**src/rtl/seq_div_8x4.sv**
```systemverilog
// seq_div_8x4: sequential radix-2 restoring divider, 8-bit dividend / 4-bit divisor.
// One quotient bit per clock; valid/ready handshake on operands and result.
// Optional feature macro: DIV_ZERO_DETECT_EN (divide-by-zero short cut and flag).
// Ports:
//   clk, rst_n            clock, asynchronous active-low reset
//   in_valid / in_ready   operand handshake (in_ready high only in IDLE)
//   dividend, divisor     unsigned operands N (8b) and D (4b)
//   out_valid / out_ready result handshake (out_valid high only in DONE)
//   quotient, remainder   registered Q (8b) and R (4b), updated on DONE entry
//   div_zero              registered D==0 flag (tied 0 without DIV_ZERO_DETECT_EN)
module seq_div_8x4 (
    input  logic       clk,
    input  logic       rst_n,
    input  logic       in_valid,
    output logic       in_ready,
    input  logic [7:0] dividend,
    input  logic [3:0] divisor,
    output logic       out_valid,
    input  logic       out_ready,
    output logic [7:0] quotient,
    output logic [3:0] remainder,
    output logic       div_zero
);

    localparam int unsigned NW = 8;
    localparam int unsigned DW = 4;
    localparam int unsigned CW = 3;

    typedef enum logic [1:0] {
        IDLE = 2'd0,
        CALC = 2'd1,
        DONE = 2'd2
    } state_e;

    state_e        state_q, state_d;
    logic [NW-1:0] n_q, n_d;            // dividend shifts out, quotient bits shift in
    logic [DW-1:0] dvsr_q, dvsr_d;
    logic [DW-1:0] p_q, p_d;            // partial remainder; always < D so 4 bits hold it
    logic [CW-1:0] cnt_q, cnt_d;
    logic          in_ready_q, in_ready_d;
    logic          out_valid_q, out_valid_d;
    logic [NW-1:0] quotient_q, quotient_d;
    logic [DW-1:0] remainder_q, remainder_d;
`ifdef DIV_ZERO_DETECT_EN
    logic          div_zero_q, div_zero_d;
`endif

    logic [DW:0]   p_shift;
    logic          take;
    logic [DW-1:0] p_step;
    logic [NW-1:0] n_step;

    // One restoring step: widen by one bit so the compare sees the carry-out bit.
    always_comb begin
        p_shift = {p_q, n_q[NW-1]};
        take    = (p_shift >= {1'b0, dvsr_q});
        // When take is set the difference is < D, so 4-bit subtraction is exact.
        p_step  = take ? (p_shift[DW-1:0] - dvsr_q) : p_shift[DW-1:0];
        n_step  = {n_q[NW-2:0], take};
    end

    // Next-state and registered-output logic.
    always_comb begin
        state_d     = state_q;
        n_d         = n_q;
        dvsr_d      = dvsr_q;
        p_d         = p_q;
        cnt_d       = cnt_q;
        in_ready_d  = in_ready_q;
        out_valid_d = out_valid_q;
        quotient_d  = quotient_q;
        remainder_d = remainder_q;
`ifdef DIV_ZERO_DETECT_EN
        div_zero_d  = div_zero_q;
`endif

        case (state_q)
            IDLE: begin
                if (in_valid) begin
                    n_d        = dividend;
                    dvsr_d     = divisor;
                    p_d        = '0;
                    cnt_d      = '0;
                    state_d    = CALC;
                    in_ready_d = 1'b0;
`ifdef DIV_ZERO_DETECT_EN
                    // Zero divisor bypasses the iterations entirely.
                    if (divisor == '0) begin
                        state_d     = DONE;
                        out_valid_d = 1'b1;
                        quotient_d  = '1;
                        remainder_d = '1;
                        div_zero_d  = 1'b1;
                    end
`endif
                end
            end

            CALC: begin
                p_d   = p_step;
                n_d   = n_step;
                cnt_d = cnt_q + CW'(1);
                if (cnt_q == '1) begin
                    state_d     = DONE;
                    out_valid_d = 1'b1;
                    quotient_d  = n_step;
                    remainder_d = p_step;
`ifdef DIV_ZERO_DETECT_EN
                    div_zero_d  = 1'b0;
`endif
                end
            end

            DONE: begin
                if (out_ready) begin
                    state_d     = IDLE;
                    out_valid_d = 1'b0;
                    in_ready_d  = 1'b1;
                end
            end

            default: begin
                state_d     = IDLE;
                out_valid_d = 1'b0;
                in_ready_d  = 1'b1;
            end
        endcase
    end

    // State and output registers.
    always_ff @(posedge clk or negedge rst_n) begin
        if (!rst_n) begin
            state_q     <= IDLE;
            n_q         <= '0;
            dvsr_q      <= '0;
            p_q         <= '0;
            cnt_q       <= '0;
            in_ready_q  <= 1'b1;
            out_valid_q <= 1'b0;
            quotient_q  <= '0;
            remainder_q <= '0;
`ifdef DIV_ZERO_DETECT_EN
            div_zero_q  <= 1'b0;
`endif
        end else begin
            state_q     <= state_d;
            n_q         <= n_d;
            dvsr_q      <= dvsr_d;
            p_q         <= p_d;
            cnt_q       <= cnt_d;
            in_ready_q  <= in_ready_d;
            out_valid_q <= out_valid_d;
            quotient_q  <= quotient_d;
            remainder_q <= remainder_d;
`ifdef DIV_ZERO_DETECT_EN
            div_zero_q  <= div_zero_d;
`endif
        end
    end

    assign in_ready  = in_ready_q;
    assign out_valid = out_valid_q;
    assign quotient  = quotient_q;
    assign remainder = remainder_q;
`ifdef DIV_ZERO_DETECT_EN
    assign div_zero  = div_zero_q;
`else
    assign div_zero  = 1'b0;
`endif

endmodule

```
**config.mk**
```make
export PLATFORM = sky130hd
export DESIGN_NAME = seq_div_8x4
export DESIGN_NICKNAME = d
export VERILOG_FILES = /design/src/rtl/seq_div_8x4.sv
export SDC_FILE = /design/constraint.sdc
export NUM_CORES = 1
export LEC_CHECK = 0
export CORE_ASPECT_RATIO = 0.8
export CORE_MARGIN = 5
export CORE_UTILIZATION = 54
export CTS_BUF_LIST = sky130_fd_sc_hd__clkbuf_8
export CTS_CLUSTER_SIZE = 25
export DETAILED_ROUTE_END_ITERATION = 12
export GPL_ROUTABILITY_DRIVEN = 1
export PLACE_DENSITY = 0.91
export SYNTH_ARGS = -nofsm -noshare
export SYNTH_HDL_FRONTEND = slang
export SYNTH_SLANG_ARGS = --single-unit
export TNS_END_PERCENT = 20
```
**constraint.sdc**
```tcl
create_clock -name clk -period 2.1 [get_ports clk]
set_input_delay 0.42 -clock clk [delete_from_list [all_inputs] [get_ports clk]]
set_output_delay 0.42 -clock clk [all_outputs]
set_load 0.01 [all_outputs]
```
==> results of run 1 <==
==> cells by family after synthesis <==
family	synth area share, %
other	0.216
xor gates and xnor gates	0.505
buffers and inverters	5.41
muxes	4.76
adders and majority gates	5.48
DFF	50.5
and+or+nand+nor	18.9
AOI/OAI and AO/OA	14.2
==> through the flow <==
step | setup WS [ns] | cells
detailed placement | 0.266 | 239
global placement | 0.330 | 239
floorplan | 0.589 | 172
CTS | 0.321 | 247
global route | 0.247 | 247
finish | 0.322 | 247
==> area by class of cell <==
type	count	area, µm²	area share, %
Sequential cell	35	877	40.1
Multi-Input combinational cell	121	764	34.9
Timing Repair Buffer	35	335	15.3
Clock buffer	5	68.8	3.14
Clock inverter	3	63.8	2.91
Tap cell	40	50.0	2.29
Inverter	8	30.0	1.37
==> routing by layer <==
layer | track usage [%] | wire length, µm | vias up
li1 | - | - | 666
met3 | 4.80 | 218 | 4
met5 | 0 | 0 | -
met2 | 28.0 | 1700 | 37
met4 | 7.24 | 46 | 0
met1 | 24.9 | 1760 | 648
==> registers in the layout (all words and copies together), names as in the netlist <==
signal	cells
cnt_q	3
dvsr_q	4
in_ready	1
n_q	8
out_valid	1
p_q	4
quotient	8
remainder	4
state_q	2
==> final timing paths <==
kind / cells past startpoint / from / slack (ns) / endpoint
worst min-delay path: 2 / remainder[3] / 0.48 / remainder[3]
worst min register to register: 2 / remainder[3] / 0.48 / remainder[3]
worst max register to register: 7 / n_q[7] / 0.34 / remainder[2]
max in group asynchronous: 2 / rst_n / 1.21 / in_ready
min in group asynchronous: 2 / rst_n / 0.54 / remainder[0]
worst max-delay path: 1 / in_ready / 0.32 / in_ready
==> synthesized netlist by cell type, drive strengths merged, types with 6 or more instances <==
cell	number	area [µm²]
a21oi	7	35.0
a31oi	6	37.5
buf	8	63.8
dfrtp	34	851
ha	6	75.1
inv	8	30.0
mux2	7	82.6
nand2	33	131
nand3	9	45.0
nor2	13	48.8
o21ai	11	58.8
o31ai	7	52.6
==> where the power goes <==
group | leakage (nW) | switching [W] | internal, W | total [W]
clock network | 0.0695 | 0.000236 | 0.000470 | 0.000705
logic | 0.512 | 0.00101 | 0.000877 | 0.00189
registers | 0.414 | 0.000243 | 0.00102 | 0.00126
==> cell usage in the layout (no fill, tap or decap), drive strengths merged, types with 7 or more instances in the layout <==
cell | Yosys | routed
nand2 | 33 | 33
o31ai | 7 | 7
nand3 | 9 | 9
mux2 | 7 | 7
inv | 8 | 9
dfrtp | 34 | 34
o21ai | 11 | 11
clkdlybuf4s50 | 0 | 29
nor2 | 13 | 13
a21oi | 7 | 7
==> results.cfg, run 1 <==
[run_status]
status = finished, final reports clean

[floorplanning]
io_pins = 31
die_width_um = 73.4
rows = 18
floorplan.die_area_um2 = 4450
core_um2 = 3090
die_h_um = 60.7
start_util_pct = 56.2

[sta]
fin_crit_ns = 1.78
tns_ns = 0
hold_violations = 0
fin_worst_skew_ns = 0.00860
fin_crit_sh_pct = 84.6
fmax_mhz = 563
hold_ws_ns = 0.482
rsz0062_at_grt = false
slew_violations = 0
setup_viol = 0

[global_route]
grt_max_degree = 36
groute.usage.overall_pct = 18.2
grt_overflow_total = 0
antenna_found_initial = 0
grt_pass1_wl_mm = 6.11
grt_pass1_vias = 1333

[worst_setup_path]
worstPathRequired_ns = 1.68
critPathMaxStageDelay_ns = 0.55
cp_top_family = flip-flops
end_kind = output port
path_max_fanout = 3
cpMaxStageDelayCell = dfstp_2
path_cells = clkdlybuf4s50_1
cp-start-kind = flop
critPathKind = flop to output port
cp.arrival_ns = 1.36
path_buf_inv = 1

[final_layout]
layout.nets = 229
num-fill-cells = 221
drive_above_1_share_pct = 12.6
area_growth_pct = 26.2
final_cell_area_um2 = 2190
final_core_util_pct = 71.0
antenna_cells = 0

[clock_network]
h-tree-depth = 2
cts_buffers = 5
cts.clk_slew.worst_paths_ns = 0.07
cts_setup_buffers = 0
holdBufCountCts = 0
cts_buffer_depth = 2
cts_resized = 0
clockRootBuffer = clkbuf_8
clkLatencyLatePin_ns = 0.29
cts_num_sinks = 35
cts_tree = built

[yosys]
synthArstFlopShare_pct = 100
mappedNetlistArea_um2 = 1740
syn_area_per_cell_um2 = 10.1
yosys_warnings = 0
synth-seq-cells = 35
synth_edf_count = 0
syn_inst = 172
ys.flop_type = dfrtp_1
synth_nets = 195
synthDistinctLibCells = 37
yosysSeqAreaShare_pct = 50.5

[power_and_ir_drop]
p_leak_nw = 0.996
ir_worst_vdd_mv = 1.12
totalPowerFinal_w = 0.00386
p_per_area_nw_per_um2 = 1760

[placed_design]
place_congestion = 0.874
dp_hpwl_mm = 2.59
io_buffers = 29
placed_area_um2 = 2060

[route]
drt_pre_antenna_iters = 4
wl_per_cell_um = 15.0
final_antenna_net_count = 0
drc_errors = 0
via_count = 1355
drt-initial-drc-count = 116
drt-vias-per-instance = 5.49
drt_wl_total_mm = 3.72

[min_path]
holdCritPathClass = flop to flop

[flow_run]
maxCapViolations = 0
Note: power is estimated with default switching activity, not from simulation.
==> inputs of run 2 (changes only) <==
==> constraint.sdc (replaced) <==
create_clock -name clk -period 1.7 [get_ports clk]
set_input_delay 0.34 -clock clk [delete_from_list [all_inputs] [get_ports clk]]
set_output_delay 0.34 -clock clk [all_outputs]
set_load 0.01 [all_outputs]
==> run 2 against run 1 <==
Against the previous run: die area unchanged; critical path depth is 6 higher; via count up 3.0%; largest power group unchanged; largest cell class unchanged; clock power rose by 24%; total power rose by 28%.
==> results.cfg, run 2 (synthesis gave the netlist of run 1 again) <==
[run_status]
status = finished, final reports clean

[worst_setup_path]
path_max_fanout = 3
worstPathRequired_ns = 1.86
cp.arrival_ns = 1.82
end_kind = flop
cp-start-kind = flop
critPathKind = flop to flop

[global_route]
grt_overflow_total = 0
grt_max_degree = 26
antenna_found_initial = 0
grt_pass1_wl_mm = 6.09
grt_pass1_vias = 1318
groute.usage.overall_pct = 18.2

[placed_design]
dp_hpwl_mm = 2.62
place_congestion = 0.937
dp_cells = 242
io_buffers = 29

[floorplanning]
rows = 18
core_um2 = 3090
start_util_pct = 56.2
die_width_um = 73.4
die_h_um = 60.7
io_pins = 31
floorplan.die_area_um2 = 4450

[clock_network]
cts.clk_slew.worst_paths_ns = 0.07
clockRootBuffer = clkbuf_8
cts_buffer_depth = 2
cts_buffers = 5
h-tree-depth = 2
cts_tree = built
cts_num_sinks = 35
clkLatencyLatePin_ns = 0.29

[sta]
fin_worst_skew_ns = 0.00605
hold_ws_ns = 0.366
hold_violations = 0
setup_viol = 0
slew_violations = 0
rsz0062_at_grt = true
fin_crit_ns = 1.66
fmax_mhz = 604
fin_crit_sh_pct = 97.5

[final_layout]
area_growth_pct = 30.9
mostFrequentLayoutCell = dfrtp_1
layout.nets = 233
drive_above_1_share_pct = 17.1
layoutNonFillerInstCount = 251
antenna_cells = 0
num-fill-cells = 213
most-common-layout-cells = dfrtp_1, nand2_1, clkdlybuf4s50_1

[route]
drt-initial-drc-count = 98
drc_errors = 0
via_count = 1396
final_antenna_net_count = 0
drt_pre_antenna_iters = 4
drt-vias-per-instance = 5.56
drt_wl_total_mm = 3.79
highest_layer = met4
met2_length_mm = 1.75
wl_met3_um = 225
wl_met1_mm = 1.74
wl_per_cell_um = 15.1

[min_path]
holdCritPathClass = input port to asynchronous set/reset pin

[power_and_ir_drop]
ir_worst_vdd_mv = 1.41
p_per_area_nw_per_um2 = 2180
p_leak_nw = 1.02
totalPowerFinal_w = 0.00495

[flow_run]
maxCapViolations = 0
[run 2: cell types whose count changed in the layout (fill, tap and decap cells not counted)]
cell             change
nor3_1               -1
clkdlybuf4s50_1      -1
ha_1                 -2
nor3_2               +1
o21ai_2              -1
ha_4                 +2
inv_2                +2
buf_4                +3
o21ai_4              +1
buf_12               +1
nor2_1               -1
nor2_2               +1
dlygate4sd2_1        +1
inv_1                -2
[run 2: repair_timing]
action | CTS | global route
gates resized for setup | 2 | 7
endpoints found under the setup margin | 3 | 7
hold buffers | 0 | 0
buffers inserted | 0 | 1
pin swaps | 0 | 4
[run 2: stage by stage]
step	cell area [µm²]	setup TNS [ns]	util [%]	worst slack, ns
after global routing	2270	-0.0934	73.6	-0.0518
after floorplan	1740	0	-	0.189
after detailed placement	2090	0	67.8	0.0580
final	2270	0	73.6	0.0433
after CTS	2230	0	72.2	0.0364
after global placement	2090	0	67.8	0.0368
[run 2: worst paths after layout]
check / slack [ns] / end / start / depth (start not counted)
min reg2reg: 0.49 / remainder[3] / remainder[3] / 2
max reg2reg: 0.04 / remainder[1] / n_q[7] / 7
min: 0.37 / n_q[3] / rst_n / 2
max: 0.04 / remainder[1] / n_q[7] / 7
max in group asynchronous: 1.01 / cnt_q[0] / rst_n / 2
min in group clk: 0.49 / remainder[3] / remainder[3] / 2
[run 2: cell type report]
class	instances	area (µm²)	area share [%]
clock buffers	5	68.8	3.03
flip-flops and latches	35	877	38.6
clock inverters	3	63.8	2.81
repair buffers	39	377	16.6
inverters	8	30.0	1.32
well taps	40	50.0	2.20
multi-input cells	121	805	35.4
[run 2: power breakdown]
part / internal [W] / switching [W]
registers: 0.00125 / 0.000306
clock network: 0.000580 / 0.000293
logic: 0.00120 / 0.00132
total: 0.00304 / 0.00191
[run 2: worst max-delay path: stages (launching register included)]
cell and delay [ns]:
dfrtp_1 0.40, inv_2 0.09, ha_4 0.14, inv_2 0.04
fa_1 0.50, and3_1 0.20, nand3_1 0.08, nand3_1 0.09
[run 2: routing by layer]
layer	track usage, %	vias to the layer above
met5	0	-
met4	8.53	0
met3	4.64	10
met2	27.0	46
met1	25.4	667
li1	-	673
